### config.mk
export PLATFORM = sky130hd
export DESIGN_NAME = sd_read_scheduler
export DESIGN_NICKNAME = d
export VERILOG_FILES = /design/src/rtl/sd_sched_pkg.sv /design/src/rtl/sd_sched_arbiter.sv /design/src/rtl/sd_read_scheduler.sv
export SDC_FILE = /design/constraint.sdc
export NUM_CORES = 1
export LEC_CHECK = 0
export CORE_MARGIN = 2
export CORE_UTILIZATION = 47
export CTS_CLUSTER_SIZE = 8
export DETAILED_ROUTE_END_ITERATION = 7
export GPL_TIMING_DRIVEN = 0
export HOLD_SLACK_MARGIN = 0.15
export PLACE_DENSITY_LB_ADDON = 0.05
export SYNTH_ARGS = -nofsm -noshare
export SYNTH_HDL_FRONTEND = slang
export SYNTH_SLANG_ARGS = --single-unit
### constraint.sdc
create_clock -name MasterCLK -period 4.5 [get_ports MasterCLK]
set_clock_uncertainty 0.15 [all_clocks]
set_input_delay 0.9 -clock MasterCLK [delete_from_list [all_inputs] [get_ports MasterCLK]]
set_output_delay 0.9 -clock MasterCLK [all_outputs]
set_load 0.005 [all_outputs]
### src/rtl/sd_sched_pkg.sv
// Shared types and constants for the SD read scheduler.
// Optional build macro used by the top: SCHED_TIMEOUT_EN.
package sd_sched_pkg;

    typedef enum logic [1:0] {
        S_IDLE,
        S_WAIT,
        S_STREAM,
        S_DONE
    } state_t;

    localparam logic OWNER_TILE = 1'b0;
    localparam logic OWNER_AUD  = 1'b1;

    localparam int SECTOR_BYTES_DEF = 512;

endpackage

### src/rtl/sd_sched_arbiter.sv
// Audio-over-tile priority with a bounded audio burst so tiles never starve.
module sd_sched_arbiter
    import sd_sched_pkg::*;
#(
    parameter int MAX_AUD_BURST = 4
) (
    input  logic clk,
    input  logic rst_n,
    input  logic arb_en,
    input  logic tile_req,
    input  logic aud_req,
    output logic grant,
    output logic grant_owner
);

    localparam int BW = $clog2(MAX_AUD_BURST + 1);
    localparam logic [BW-1:0] BURST_MAX = BW'(MAX_AUD_BURST);

    logic [BW-1:0] burst_q, burst_d;
    logic          aud_win;

    always_comb begin
        aud_win     = aud_req && ((burst_q < BURST_MAX) || !tile_req);
        grant       = arb_en && (aud_req || tile_req);
        grant_owner = aud_win ? OWNER_AUD : OWNER_TILE;
        burst_d     = burst_q;
        if (grant) begin
            if (!aud_win) begin
                burst_d = '0;
            end else if (burst_q != BURST_MAX) begin
                burst_d = burst_q + 1'b1;
            end
        end
    end

    always_ff @(posedge clk or negedge rst_n) begin
        if (!rst_n) begin
            burst_q <= '0;
        end else begin
            burst_q <= burst_d;
        end
    end

endmodule

### src/rtl/sd_read_scheduler.sv
// Shares one SD_SPI read stream between tile loader and audio refill.
// Build with SCHED_TIMEOUT_EN to add the byte-gap watchdog.
module sd_read_scheduler
    import sd_sched_pkg::*;
#(
    parameter int ADDR_W         = 24,
    parameter int SECTOR_BYTES   = SECTOR_BYTES_DEF,
    parameter int MAX_AUD_BURST  = 4,
    parameter int TIMEOUT_CYCLES = 65535
) (
    input  logic                            MasterCLK,
    input  logic                            Reset,
    input  logic                            SdByteStrobe,
    input  logic                            SdDataEnable,
    input  logic [7:0]                      SdData,
    output logic [ADDR_W-1:0]               SdAddress,
    input  logic                            TileReq,
    input  logic [ADDR_W-1:0]               TileAddr,
    input  logic                            AudReq,
    input  logic [ADDR_W-1:0]               AudAddr,
    output logic                            ByteValid,
    output logic [7:0]                      ByteData,
    output logic                            ByteOwner,
    output logic [$clog2(SECTOR_BYTES)-1:0] ByteIndex,
    output logic                            TileDone,
    output logic                            AudDone,
    output logic                            Busy,
    output logic                            SchedError
);

    localparam int IDX_W = $clog2(SECTOR_BYTES);

    state_t             state_q, state_d;
    logic               owner_q, owner_d;
    logic [ADDR_W-1:0]  addr_q, addr_d;
    logic [IDX_W-1:0]   cnt_q, cnt_d;
    logic               strobe_q;
    logic               valid_q, valid_d;
    logic [7:0]         data_q, data_d;
    logic [IDX_W-1:0]   idx_q, idx_d;
    logic               bown_q, bown_d;
    logic               grant, grant_owner;
    logic               in_xfer, take, timeout;

    sd_sched_arbiter #(
        .MAX_AUD_BURST(MAX_AUD_BURST)
    ) u_arb (
        .clk        (MasterCLK),
        .rst_n      (Reset),
        .arb_en     (state_q == S_IDLE),
        .tile_req   (TileReq),
        .aud_req    (AudReq),
        .grant      (grant),
        .grant_owner(grant_owner)
    );

    assign in_xfer = (state_q == S_WAIT) || (state_q == S_STREAM);
    assign take    = SdByteStrobe && !strobe_q && SdDataEnable && in_xfer;

`ifdef SCHED_TIMEOUT_EN
    localparam int GAP_W = $clog2(TIMEOUT_CYCLES + 1);
    logic [GAP_W-1:0] gap_q, gap_d;
    logic             err_q, err_d;

    always_comb begin
        timeout = in_xfer && !take && (gap_q == GAP_W'(TIMEOUT_CYCLES));
        gap_d   = (in_xfer && !take) ? gap_q + 1'b1 : '0;
        err_d   = err_q || timeout;
    end

    always_ff @(posedge MasterCLK or negedge Reset) begin
        if (!Reset) begin
            gap_q <= '0;
            err_q <= 1'b0;
        end else begin
            gap_q <= gap_d;
            err_q <= err_d;
        end
    end

    assign SchedError = err_q;
`else
    assign timeout    = 1'b0;
    assign SchedError = 1'b0;
`endif

    always_comb begin
        state_d = state_q;
        owner_d = owner_q;
        addr_d  = addr_q;
        cnt_d   = cnt_q;
        valid_d = 1'b0;
        data_d  = data_q;
        idx_d   = idx_q;
        bown_d  = bown_q;
        if (take) begin
            valid_d = 1'b1;
            data_d  = SdData;
            idx_d   = cnt_q;
            bown_d  = owner_q;
            cnt_d   = cnt_q + 1'b1;
        end
        unique case (state_q)
            S_IDLE: begin
                if (grant) begin
                    owner_d = grant_owner;
                    addr_d  = (grant_owner == OWNER_AUD) ? AudAddr : TileAddr;
                    cnt_d   = '0;
                    state_d = S_WAIT;
                end
            end
            S_WAIT: begin
                if (take) state_d = S_STREAM;
                else if (timeout) state_d = S_DONE;
            end
            S_STREAM: begin
                // Counter is a power of two wide, so all-ones marks the last byte.
                if (take && (&cnt_q)) state_d = S_DONE;
                else if (timeout) state_d = S_DONE;
            end
            S_DONE: state_d = S_IDLE;
        endcase
    end

    always_ff @(posedge MasterCLK or negedge Reset) begin
        if (!Reset) begin
            state_q  <= S_IDLE;
            owner_q  <= OWNER_TILE;
            addr_q   <= '0;
            cnt_q    <= '0;
            strobe_q <= 1'b0;
            valid_q  <= 1'b0;
            data_q   <= '0;
            idx_q    <= '0;
            bown_q   <= OWNER_TILE;
        end else begin
            state_q  <= state_d;
            owner_q  <= owner_d;
            addr_q   <= addr_d;
            cnt_q    <= cnt_d;
            strobe_q <= SdByteStrobe;
            valid_q  <= valid_d;
            data_q   <= data_d;
            idx_q    <= idx_d;
            bown_q   <= bown_d;
        end
    end

    assign SdAddress = addr_q;
    assign ByteValid = valid_q;
    assign ByteData  = data_q;
    assign ByteOwner = bown_q;
    assign ByteIndex = idx_q;
    assign Busy      = (state_q != S_IDLE);
    assign TileDone  = (state_q == S_DONE) && (owner_q == OWNER_TILE);
    assign AudDone   = (state_q == S_DONE) && (owner_q == OWNER_AUD);

endmodule

==> reports/results.txt <==
Post-CTS Resized -> 0
placer congestion estimate -> 0.834
sum of internal, switching and leakage power -> 2190 uW
most common cell after layout, fill and taps aside -> clkdlybuf4s50_1
library cell occupying the most area in the post-synthesis netlist -> dfrtp_1
element type at the critical path end -> output pin
routed wire length -> 6810 um
Peak VDD IR -> 0.000343 V
DRT antenna net count -> 0
height of the die -> 80.4 um
post-synthesis sequential area ratio -> 53.8%
switching fraction of total power -> 32.3%
cell area after synthesis -> 0.00274 mm^2
crit path kind -> reg -> out
leakage power -> 0.00191 uW
CTS Root Cell -> clkbuf_8
Ys Warns -> 0
Placed Cells incl. Taps -> 459
number of flops mapped to enable cells by yosys -> 0
unrepaired setup endpoints after global routing -> no
Worst-Skew Late Latency -> 0.32 ns
max-capacitance violation count -> 0
sequential fraction of design power -> 37.7%
Die Footprint -> 0.00646 mm^2
design internal power -> 1480 uW
signal arrival time at the worst endpoint -> 1.66 ns
FMAX -> 369 MHz
post-CTS setup repair buffer count -> 0
pin count of the biggest net entering global routing -> 41
clock transition at the register clock pins on the worst setup and hold paths after CTS -> 0.06 ns
syn nets -> 350
top flip-flop cell by instance count after synthesis -> dfrtp_1
critical path startpoint category -> register
detailed-route DRC error count -> 0
average wire length per cell after detail routing -> 14.4 um
row count -> 27
gate count of the mapped netlist -> 279
top library cells by usage in the layout, fill and taps aside -> clkdlybuf4s50_1, nand2_1, dfrtp_1
Max Slew Vio Count -> 0
share of synthesized flip-flops with an asynchronous set or reset -> 100%
CTS buffer count -> 9
cts-stage hold buffer count -> 0
Distinct cells, synth -> 34
starting utilization of the core area -> 49.2%
post-synth top area share -> 53.8%
post-detailed-route via-to-cell ratio -> 5.00
final hold violations -> 0
HPWL after DPL -> 5160 um
count of input and output buffers -> 107
number of nets at the end of the flow -> 469
count of antenna diodes in the layout -> 0
width of the die -> 80.4 um
via count of the first global-routing pass -> 2292
required time at the endpoint of the critical path -> 3.45 ns
Period minus WS final -> 2.71 ns
total negative slack -> 0 ns
drt pass-1 iters -> 4
global routing met3 resource utilization -> 6.74%
power dissipated by switching net loads -> 706 uW
global routing usage summed across all routing layers -> 22.0%
clock network fraction of design power -> 20.8%
global-route met1 utilization -> 28.2%
first-pass GRT wire length -> 10800 um
path class of the lowest-slack min-delay path -> reg -> reg
initial detailed-routing violation count -> 79
endpoints failing setup -> 0
count of non-filler cells in the finished layout -> 473
number of sinks on the clock net -> 59
buffer levels on the longest clock path -> 2
run status -> complete, no violations
Most Crowded Layer GR -> met2
Area growth syn-to-layout -> 49.5%
crit share post-route -> 60.2%
Vias -> 2367
sum of overflow across all layers after global routing -> 0
share of final-layout standard cells stronger than drive strength 1 -> 6.98%
Mapped Avg Cell Area -> 9.83 um^2
logic gate share of total power -> 41.6%
clock tree from TritonCTS -> built
PD cells -> 533 mW/mm^2
CTS H-tree depth -> 3
num ports -> 109
highest net fanout along the worst path -> 4
Floorplan Core Area -> 0.00557 mm^2
number of antenna violations at the first check in global routing -> 0
post-synthesis sequential element count -> 59
cell types occupying the most area after synthesis -> dfrtp_1, nand2_1, mux2i_1
fraction of met2 tracks used by global routing -> 35.3%
## synthesized netlist by cell type (2+ instances only)
cell       n
nand2_1   85
dfrtp_1   59
mux2i_1   24
o21ai_0   20
a21oi_1   12
o21ai_1   11
inv_1     10
ha_1       9
clkbuf_1   7
buf_2      3
buf_6      3
nand3_1    3
o22ai_1    3
o31ai_1    3
or3_2      3
or4_1      3
and3_1     2
buf_4      2
nor3_1     2
## worst max-delay path: stages, from the launching register on
cell and delay (ns):
dfrtp_1 0.38, inv_1 0.10, ha_1 0.24, inv_1 0.11
clkdlybuf4s50_1 0.51
## final cells by class
| class | count | area [um^2] |
|---|---|---|
| inverter | 10 | 37.5 |
| clock inverter | 3 | 40.0 |
| timing repair buffer | 108 | 1090 |
| multi-input combinational | 195 | 1140 |
| clock buffer | 11 | 141 |
| sequential | 59 | 1480 |
| buffer | 15 | 90.1 |
| tap | 72 | 90.1 |
| fill | 433 | 1470 |
## metal layers
layer / part of all wire, % / wire (um)
met5: 0 / 0
met4: 1.1 / 75
met3: 6.0 / 411
met2: 50 / 3370
met1: 43 / 2950
## power groups by stage
stage               Clock, uW  Sequential, uW  Combinational, uW
finish                    454             824                910
global route              492             845               1010
CTS                       463             823                925
detailed placement          0             831                921
global placement            0             821                889
floorplan                   0             833                399
## state kept, by name, indices dropped and copies added (netlist names)
name           cells
SdAddress         24
ByteOwner          1
ByteIndex          9
ByteData           8
owner_q            1
ByteValid          1
state_q            2
cnt_q              9
strobe_q           1
u_arb.burst_q      3
## cell families after synthesis
family	count (synthesis)	share of synthesized area [%]
other	1	0.137
xor gates and xnor gates	1	0.319
muxes	25	9.17
DFF	59	53.8
buffers and inverters	25	4.65
and+or+nand+nor	105	16.8
AOI/OAI and AO/OA	54	11.0
adders and majority gates	9	4.10
## per-stage QoR
stage                     cell area [um^2]  util, %  hold WS (ns)  worst slack (ns)
after global routing                  4100     73.6         0.355              1.70
after floorplan                       2740        -         0.317              2.54
after global placement                3910     70.1         0.306             0.486
after detailed placement              3920     70.3         0.311              1.85
after CTS                             4100     73.6         0.327              1.78
final                                 4100     73.6         0.322              1.79
## path summary, 6_finish.rpt
check / from / end / slack (ns) / cells past startpoint
min in group asynchronous: Reset / ByteIndex[1] / 0.38 / 1
max in group asynchronous: Reset / SdAddress[10] / 3.24 / 2
max: state_q[0] / Busy / 1.79 / 4
min: ByteData[0] / ByteData[0] / 0.32 / 2
min reg2reg: ByteData[0] / ByteData[0] / 0.32 / 2
max reg2reg: cnt_q[0] / state_q[1] / 2.36 / 7
Note: power is estimated with default switching activity, not from simulation.
